===== src/rtl/hmac512_arbiter.sv =====
// Two-requester (bit0 CPU, bit1 KDF) round-robin arbiter in front of one HMAC-512 engine, with a
// post-job secret wipe. Define HMAC512_ARB_TIMEOUT_EN to add the busy watchdog that drives abort_o.
module hmac512_arbiter #(
  parameter int unsigned DW          = 32,
  parameter int unsigned WIPE_CYCLES = 2,
  parameter logic [31:0] WIPE_V      = 32'h0,
  parameter int unsigned TIMEOUT     = 65535
) (
  input  logic              clk_i,
  input  logic              rst_ni,
  input  logic [1:0]        req_i,
  input  logic [1:0]        start_i,
  input  logic [1:0]        process_i,
  input  logic [1:0]        hmac_en_i,
  input  logic [1:0]        wvalid_i,
  input  logic [2*DW-1:0]   wdata_i,
  input  logic [2*DW/8-1:0] wmask_i,
  output logic [1:0]        wready_o,
  output logic [1:0]        gnt_o,
  output logic [1:0]        done_o,
  output logic              eng_hmac_en_o,
  output logic              eng_start_o,
  output logic              eng_process_o,
  input  logic              eng_done_i,
  output logic              eng_wvalid_o,
  output logic [DW-1:0]     eng_wdata_o,
  output logic [DW/8-1:0]   eng_wmask_o,
  input  logic              eng_wready_i,
  output logic              eng_wipe_o,
  output logic [31:0]       eng_wipe_v_o,
  output logic              busy_o,
  output logic              owner_o,
  output logic              abort_o,
  output logic [1:0]        state_o
);

  typedef enum logic [1:0] {
    StIdle  = 2'd0,
    StGrant = 2'd1,
    StBusy  = 2'd2,
    StWipe  = 2'd3
  } state_e;

  localparam logic [3:0] WIPE_LAST = 4'(WIPE_CYCLES - 1);

  state_e     state_q, state_d;
  logic       rr_q, rr_d;
  logic       owner_q, owner_d;
  logic       hmac_q, hmac_d;
  logic [3:0] wipe_cnt_q, wipe_cnt_d;
  logic       tmo_hit;

  logic            own_start;
  logic            own_wvalid;
  logic [DW-1:0]   own_wdata;
  logic [DW/8-1:0] own_wmask;

  assign own_start  = start_i[owner_q];
  assign own_wvalid = wvalid_i[owner_q];
  assign own_wdata  = owner_q ? wdata_i[2*DW-1:DW] : wdata_i[DW-1:0];
  assign own_wmask  = owner_q ? wmask_i[2*DW/8-1:DW/8] : wmask_i[DW/8-1:0];

`ifdef HMAC512_ARB_TIMEOUT_EN
  localparam logic [15:0] TMO_LAST = 16'(TIMEOUT - 1);

  logic [15:0] tmo_q;

  // Counts busy cycles; the count is zero on the first cycle of every job.
  always_ff @(posedge clk_i or negedge rst_ni) begin
    if (!rst_ni) begin
      tmo_q <= '0;
    end else if (state_q != StBusy) begin
      tmo_q <= '0;
    end else begin
      tmo_q <= tmo_q + 16'd1;
    end
  end

  assign tmo_hit = (state_q == StBusy) && (tmo_q == TMO_LAST);
`else
  logic unused_timeout;
  assign unused_timeout = ^TIMEOUT;
  assign tmo_hit        = 1'b0;
`endif

  always_ff @(posedge clk_i or negedge rst_ni) begin
    if (!rst_ni) begin
      state_q    <= StIdle;
      rr_q       <= 1'b0;
      owner_q    <= 1'b0;
      hmac_q     <= 1'b0;
      wipe_cnt_q <= '0;
    end else begin
      state_q    <= state_d;
      rr_q       <= rr_d;
      owner_q    <= owner_d;
      hmac_q     <= hmac_d;
      wipe_cnt_q <= wipe_cnt_d;
    end
  end

  always_comb begin
    state_d    = state_q;
    rr_d       = rr_q;
    owner_d    = owner_q;
    hmac_d     = hmac_q;
    wipe_cnt_d = wipe_cnt_q;
    unique case (state_q)
      StIdle: begin
        if (req_i != 2'b00) begin
          owner_d = req_i[rr_q] ? rr_q : ~rr_q;
          state_d = StGrant;
        end
      end
      StGrant: begin
        // An abandoned grant leaves rr_q alone so the same side keeps priority.
        if (own_start) begin
          hmac_d  = hmac_en_i[owner_q];
          state_d = StBusy;
        end else if (!req_i[owner_q]) begin
          state_d = StIdle;
        end
      end
      StBusy: begin
        if (eng_done_i || tmo_hit) begin
          wipe_cnt_d = '0;
          state_d    = StWipe;
        end
      end
      StWipe: begin
        if (wipe_cnt_q == WIPE_LAST) begin
          wipe_cnt_d = '0;
          rr_d       = ~owner_q;
          state_d    = StIdle;
        end else begin
          wipe_cnt_d = wipe_cnt_q + 4'd1;
        end
      end
      default: state_d = StIdle;
    endcase
  end

  // Stream handshake: a word moves on any cycle where eng_wvalid_o && eng_wready_i. Only the owner
  // sees the engine's ready, and only while busy; valid/data/mask pass through unregistered.
  always_comb begin
    wready_o      = 2'b00;
    gnt_o         = 2'b00;
    done_o        = 2'b00;
    eng_hmac_en_o = 1'b0;
    eng_start_o   = 1'b0;
    eng_process_o = 1'b0;
    eng_wvalid_o  = 1'b0;
    eng_wdata_o   = '0;
    eng_wmask_o   = '0;
    eng_wipe_o    = 1'b0;
    eng_wipe_v_o  = 32'h0;
    busy_o        = 1'b0;
    owner_o       = 1'b0;
    abort_o       = 1'b0;
    unique case (state_q)
      StIdle: ;
      StGrant: begin
        busy_o         = 1'b1;
        owner_o        = owner_q;
        gnt_o[owner_q] = 1'b1;
        eng_start_o    = own_start;
        eng_hmac_en_o  = own_start & hmac_en_i[owner_q];
      end
      StBusy: begin
        busy_o            = 1'b1;
        owner_o           = owner_q;
        gnt_o[owner_q]    = 1'b1;
        eng_hmac_en_o     = hmac_q;
        eng_process_o     = process_i[owner_q];
        eng_wvalid_o      = own_wvalid;
        eng_wdata_o       = own_wdata;
        eng_wmask_o       = own_wmask;
        wready_o[owner_q] = eng_wready_i;
        // A completion arriving with the watchdog expiry counts as a normal finish.
        if (eng_done_i) begin
          done_o[owner_q] = 1'b1;
        end else if (tmo_hit) begin
          abort_o = 1'b1;
        end
      end
      StWipe: begin
        busy_o        = 1'b1;
        owner_o       = owner_q;
        eng_hmac_en_o = hmac_q;
        eng_wipe_o    = 1'b1;
        eng_wipe_v_o  = WIPE_V;
      end
      default: ;
    endcase
  end

  assign state_o = state_q;

`ifndef SYNTHESIS
  a_gnt_onehot: assert property (@(posedge clk_i) disable iff (!rst_ni) $onehot0(gnt_o));
  a_done_abort: assert property (@(posedge clk_i) disable iff (!rst_ni)
                                 !(abort_o && (done_o != 2'b00)));
  a_wipe_nogrant: assert property (@(posedge clk_i) disable iff (!rst_ni)
                                   eng_wipe_o |-> (gnt_o == 2'b00));
`endif

endmodule


===== config.mk =====
export PLATFORM = sky130hd
export DESIGN_NAME = hmac512_arbiter
export DESIGN_NICKNAME = d
export VERILOG_FILES = /design/src/rtl/hmac512_arbiter.sv
export SDC_FILE = /design/constraint.sdc
export NUM_CORES = 1
export LEC_CHECK = 0
export BUFFER_PORTS_ARGS = -buffer_cell sky130_fd_sc_hd__buf_2
export CORE_MARGIN = 2
export CORE_UTILIZATION = 25
export DETAILED_ROUTE_END_ITERATION = 10
export PLACE_DENSITY = 0.69
export SYNTH_ARGS = -nofsm -noshare
export SYNTH_HDL_FRONTEND = slang
export SYNTH_SLANG_ARGS = --single-unit
export TNS_END_PERCENT = 30

===== constraint.sdc =====
create_clock -name clk_i -period 1.7 [get_ports clk_i]
set_input_delay 0 -clock clk_i [delete_from_list [all_inputs] [get_ports clk_i]]
set_output_delay 0 -clock clk_i [all_outputs]
set_load 0.02 [all_outputs]

==> results_dict.tcl, run 1 <==
set metrics [dict create \
    finClkSkew_ns 0.004528 \
    synth_top_area_cell "mux2i_1" \
    setup-violations-final 2 \
    drt_iter0_drc 50 \
    drive_above_1_share_pct 47.63 \
    antenna_found_initial 0 \
    core_area_sq_um 6314 \
    rows 29 \
    area_delta_synth_final_pct 49.15 \
    ys_ff_latch 9 \
    die_w_microns 84.35 \
    multi_input_area_sq_um 1201 \
    layout_setup_ws_ns -0.09610 \
    timing.hold.ws_ns 0.05702 \
    rsz0062_at_grt "yes" \
    worstPathRequired_ns 1.81 \
    placed_cell_area_sq_um 2315 \
    start_util_pct 25.56 \
    synth_area_sq_um 1614 \
    htreeDepth 1 \
    cts_tree "built" \
    dpl.hpwl_microns 3706 \
    n_fill_cell 701 \
    met2_usage_pct 20.42 \
    hp-class "in -> reg" \
    clk_transition_reported_paths_ns 0.05 \
    synth.area.top_cells "mux2i_1 (24%), nor2b_1 (16%), buf_4 (15%), dfrtp_1 (14%), ha_1 (6.2%)" \
    final_antenna_net_count 0 \
    track_usage_pct 11.43 \
    crit_fanout 2 \
    peakVddDrop_mv 1.262 \
    drcViolationCount 0 \
    post_drt_via_cell_ratio 4.142 \
    clk_latency_ns 0.23 \
    top_usage_layer "met2" \
    layout.nets 433 \
    syn_area_per_cell_sq_um 8.193 \
    tns_ns -0.1191 \
    cellPowerDensity_nw_per_um2 1261 \
    grt.overflow.total 0 \
    seqCellArea_sq_um 227.7 \
    min_period_ns 1.796 \
    power.leakage_nw 1.429 \
    vias 1719 \
    fin_crit_sh_pct 105.7 \
    final_common_cell "buf_2" \
    n_antenna_cell 0 \
    grt_pass1_wl_microns 6948 \
    gp_congestion 0.8626 \
    crit_type "reg -> reg" \
    synthCells 197 \
    die_h_microns 84.35 \
    numCtsBuffers 3 \
    maxCapViolations 0 \
    hold_viol_final 0 \
    use_met1_pct 14.75 \
    io_buffers 136 \
    grt_start_max_net_pins 48 \
    fmax_mhz 556.8 \
    violations "negative setup slack" \
    yosys.cell_types.count 31 \
    io_pins 170 \
    clock_tree.buffer_depth 2 \
    die_area_sq_um 7115 \
    global_route.usage.met3_pct 0.9833 \
    wl_microns 4513 \
    final_cell_mix "buf_2 (135), nor2b_1 (40), mux2i_1 (39)" \
    routedWlPerCell_microns 10.87 \
    end_kind "register" \
    synth_top_area_share_pct 24.19 \
    yosysWarnings 0 \
    slew_violations 0 \
    clockRootBuffer "clkbuf_8" \
    firstDrtPassIters 4 \
    seq_area_frac_synth_pct 13.95 \
    post-route-cell-area_sq_um 2407 \
    grt_pass1_vias 1576 \
    cp-start-kind "register" \
    clock-sinks 9 \
    status "finished, violations left" \
    arrival_ns 1.91 \
]
logic make-up (layout without fill, tap and decap cells):
logic type / count (synthesis) / after routing / share of synthesized area (%)
mux: 41 / 41 / 25.81
flops: 9 / 9 / 13.95
fa+ha+maj: 8 / 8 / 6.202
simple gates: 65 / 65 / 24.88
buf+inv: 51 / 160 / 19.85
other cells: 1 / 33 / 0.2323
compound gates: 22 / 22 / 9.070
worst paths after layout:
| path | start | endpoint | slack [ns] | cells after the start |
|---|---|---|---|---|
| worst min-delay path | req_i[1] | owner_q | 0.06 | 3 |
| worst max-delay path | wipe_cnt_q[1] | register | -0.1 | 6 |
| min in group asynchronous | rst_ni | asynchronous set/reset pin | 0.16 | 2 |
| worst min register to register | rr_q | rr_q | 0.51 | 2 |
| worst max register to register | wipe_cnt_q[1] | register | -0.1 | 6 |
| max in group asynchronous | rst_ni | state_o[0] | 1.33 | 2 |
what timing repair did:
| item | CTS | global route |
|---|---|---|
| pin swaps | 0 | 1 |
| resized for setup | 8 | 1 |
| setup buffers | 0 | 0 |
| hold buffers | 2 | 0 |
| endpoints found under the hold margin | 10 | 0 |
| endpoints found under the setup margin | 10 | 3 |
final cells by class:
| class | instances | share of cell area (%) |
|---|---|---|
| clock buffers | 4 | 1.871 |
| inverters | 7 | 1.091 |
| multi-input cells | 169 | 49.90 |
| flip-flops and latches | 9 | 9.459 |
| well taps | 77 | 4.002 |
| repair buffers | 149 | 33.68 |
routing by layer:
| layer | wire length [microns] | share of wire, % |
|---|---|---|
| met4 | 27 | 0.60 |
| met2 | 2278 | 50 |
| met5 | 0 | 0 |
| met1 | 1909 | 42 |
| met3 | 297 | 6.6 |
where the power goes:
part           total, W  internal [W]  switching, W
sequential     0.000396      0.000305     0.0000906
clock          0.000248      0.000163     0.0000842
combinational   0.00239       0.00108       0.00132
cell usage after synthesis:
cell type   n
nor2b_1    42
mux2i_1    39
buf_4      33
dfrtp_1     9
ha_1        8
a21oi_1     7
clkbuf_1    7
inv_1       7
o21ai_0     7
buf_2       4
nand2_1     4
nor2_1      4
nor3_1      4
a31oi_1     3
and3_1      2
and3b_1     2
a21o_1      1
a221oi_4    1
and2_1      1
and4b_1     1
conb_1      1
mux2_2      1
mux2_4      1
nand3_1     1
nand3_2     1
nand4b_1    1
nor3b_1     1
o21bai_1    1
o31ai_1     1
o41ai_1     1
or3b_4      1
critical path, cell delays in order (launching register included):
cell	delay (ns)
dfrtp_1	0.37
inv_1	0.06
ha_1	0.15
or3b_4	0.40
a221oi_4	0.30
nand3_2	0.11
mux2_4	0.30
per-stage QoR:
step           std cells  setup WS (ns)  total power [W]  utilization, %
3_5_place_dp         409       -0.09604         0.002760           36.66
2_1_floorplan        229        -0.1029         0.002093               -
6_report             415       -0.09610         0.003037           38.13
4_1_cts              415        -0.1028         0.003061           38.05
3_3_place_gp         409       -0.06260         0.002705           36.66
5_1_grt              415        -0.1726         0.003283           38.13
No activity file was read; power rests on OpenSTA's default activity.
==> run 2: changes to the inputs <==
- ABC_AREA: not set -> 1
- PLACE_DENSITY: 0.69 -> 0.71
==> run 2 against run 1 <==
Against the previous run: the run now ends clean; register-to-register slack improved by 0.37 ns; clock-buffer cell count fell by 1; setup slack improved by 0.22 ns; total power fell by 16%; synthesized cell count rose by 27%; largest power group unchanged; fmax rose by 14%; sequential power fell by 6.6%; core utilization fell by 1.2 points; first-iteration DRC count fell by 48%; die area fell by 6.7%; global-route usage rose by 0.98 points; hold slack got worse by 0.016 ns.
==> results_dict.tcl, run 2 <==
set metrics [dict create \
    cp-start-kind "register" \
    synth_top_family_by_area "simple AND/OR/NAND/NOR gates" \
    routedWlPerCell_microns 10.47 \
    drive_above_1_share_pct 39.90 \
    maxCapViolations 0 \
    core_area_sq_um 5851 \
    cellPowerDensity_nw_per_um2 1178 \
    grt_pass1_vias 1484 \
    crit_type "reg -> out" \
    clockRootBuffer "clkbuf_8" \
    htreeDepth 1 \
    synth.area.top_cells "nand2_1 (24%), buf_4 (18%), dfrtp_1 (15%), a21oi_1 (13%), ha_1 (6.7%)" \
    clock-sinks 9 \
    seq_area_frac_synth_pct 15.01 \
    muxShareOfSynthArea_pct 0.6672 \
    cts_tree "built" \
    antenna_found_initial 0 \
    synth-compound-area-share_pct 17.68 \
    hold_viol_final 0 \
    n_antenna_cell 0 \
    synth_edf_count 0 \
    layout_setup_ws_ns 0.1229 \
    dpl_worst_slack_ns 0.1557 \
    clk_latency_ns 0.24 \
    synthCells 251 \
    synth_area_sq_um 1500 \
    yosysWarnings 0 \
    final_common_cell "buf_2" \
    grt_start_max_net_pins 47 \
    synth_adder_area_share_pct 6.672 \
    yosys_most_used_dff "dfrtp_1" \
    crit_fanout 38 \
    yosys-top-cells-count "nand2_1 (97), a21oi_1 (40), buf_4 (35)" \
    rows 28 \
    layout.nets 476 \
    die_h_microns 81.47 \
    drcViolationCount 0 \
    final_cell_mix "buf_2 (136), nand2_1 (97), a21oi_1 (40)" \
    post_drt_via_cell_ratio 4.195 \
    numCtsBuffers 3 \
    area_delta_synth_final_pct 44.20 \
    drt_iter0_drc 26 \
    ys_async_sr_fraction_pct 100.0 \
    clock_tree.buffer_depth 2 \
    fmax_mhz 634.1 \
    grt.overflow.total 0 \
    gp_congestion 0.8865 \
    power.leakage_nw 1.362 \
    synth-simple-area-share_pct 31.53 \
    synth_top_area_share_pct 24.27 \
    slew_violations 0 \
    yosys.cell_count.top_type "nand2_1" \
    setup-violations-final 0 \
    fin_crit_sh_pct 92.77 \
    peakVddDrop_mv 0.9134 \
    die_area_sq_um 6637 \
    synth_top_area_cell "nand2_1" \
    syn_area_per_cell_sq_um 5.977 \
    wl_microns 4773 \
    die_w_microns 81.47 \
    synthXorXnorAreaFrac_pct 1.168 \
    vias 1913 \
    finClkSkew_ns 0.003599 \
    grt_pass1_wl_microns 6458 \
    n_fill_cell 641 \
    end_kind "output port" \
    status "finished clean" \
    clk_transition_reported_paths_ns 0.05 \
    io_buffers 136 \
    track_usage_pct 12.40 \
    final_antenna_net_count 0 \
    io_pins 170 \
    min_period_ns 1.577 \
    rsz0062_at_grt "no" \
    ys_ff_latch 9 \
    arrival_ns 1.58 \
    start_util_pct 25.64 \
    hp-class "in -> reg" \
    tns_ns 0 \
    cts_setup_buffers 0 \
    firstDrtPassIters 4 \
    dpl.hpwl_microns 3796 \
    worstPathRequired_ns 1.70 \
    yosys.cell_types.count 25 \
]
[run 2: changes by cell type in the layout (fill, tap and decap cells not counted), moves of 3 or more]
cell	change
buf_4	-9
a21oi_1	+33
nor3_1	-4
mux2i_1	-38
inv_1	+8
nand2_1	+93
nor2b_1	-40
a31oi_1	-3
nor2_1	+6
[run 2: stage by stage]
step                      utilization [%]  area, sq um  power (W)  hold WS [ns]  cells
after global placement              35.91         2101   0.002262       -0.1382    451
final                               36.98         2163   0.002549       0.04058    456
after floorplan                         -         1620   0.001804       -0.2956    283
after detailed placement            35.91         2101   0.002299       -0.1292    451
after global routing                36.98         2163   0.002811       0.06444    456
after CTS                           36.91         2160   0.002578       0.03514    456
[run 2: routing by layer]
layer / part of all wire, % / routed length, microns / up-vias / track usage [%]
met2: 52 / 2489 / 90 / 24.02
met4: 1.2 / 55 / 0 / 4.746
li1: - / - / 984 / -
met3: 8.6 / 410 / 4 / 1.099
met1: 38 / 1818 / 835 / 13.82
met5: 0 / 0 / - / 0
[run 2: logic make-up (layout without fill, tap and decap cells)]
logic type	after synthesis	after routing
adders and majority gates	8	8
other	1	33
xor gates and xnor gates	2	2
muxes	1	1
buffers and inverters	63	161
and+or+nand+nor	116	116
DFF	9	9
AOI/OAI and AO/OA	51	51
[run 2: repair_timing]
action	CTS	global route
gates cloned	0	0
endpoints found under the setup margin	38	39
hold buffers	1	0
gates resized for setup	1	3
pin swaps	0	0
endpoints found under the hold margin	9	0
[run 2: final timing paths]
check | from | slack, ns | end | depth (start not counted)
min | req_i[1] | 0.04 | owner_q | 3
max reg2reg | register | 0.27 | register | 7
min in group asynchronous | rst_ni | 0.14 | wipe_cnt_q[1] | 2
min reg2reg | hmac_q | 0.51 | hmac_q | 2
max | state_o[0] | 0.12 | eng_wdata_o[12] | 5
max in group asynchronous | rst_ni | 1.35 | asynchronous set/reset pin | 2
[run 2: area by class of cell]
class | instances | area, sq um | area share (%)
Multi-Input combinational cell | 211 | 992.2 | 45.86
Timing Repair Buffer | 140 | 738.2 | 34.12
Sequential cell | 9 | 226.5 | 10.47
Tap cell | 75 | 93.84 | 4.338
Inverter | 17 | 66.31 | 3.065
Clock buffer | 3 | 41.29 | 1.909
Clock inverter | 1 | 5.005 | 0.2313
[run 2: power breakdown]
group / internal (W) / switching (W) / total [W]
sequential: 0.000297 / 0.0000727 / 0.000370
combinational: 0.000632 / 0.00129 / 0.00192
clock: 0.000161 / 0.0000988 / 0.000260
[run 2: critical path: stages, from the launching register on]
cell and delay [ns]:
dfrtp_1 0.37, inv_1 0.12, ha_2 0.28, inv_4 0.17, a21oi_1 0.19, buf_2 0.19
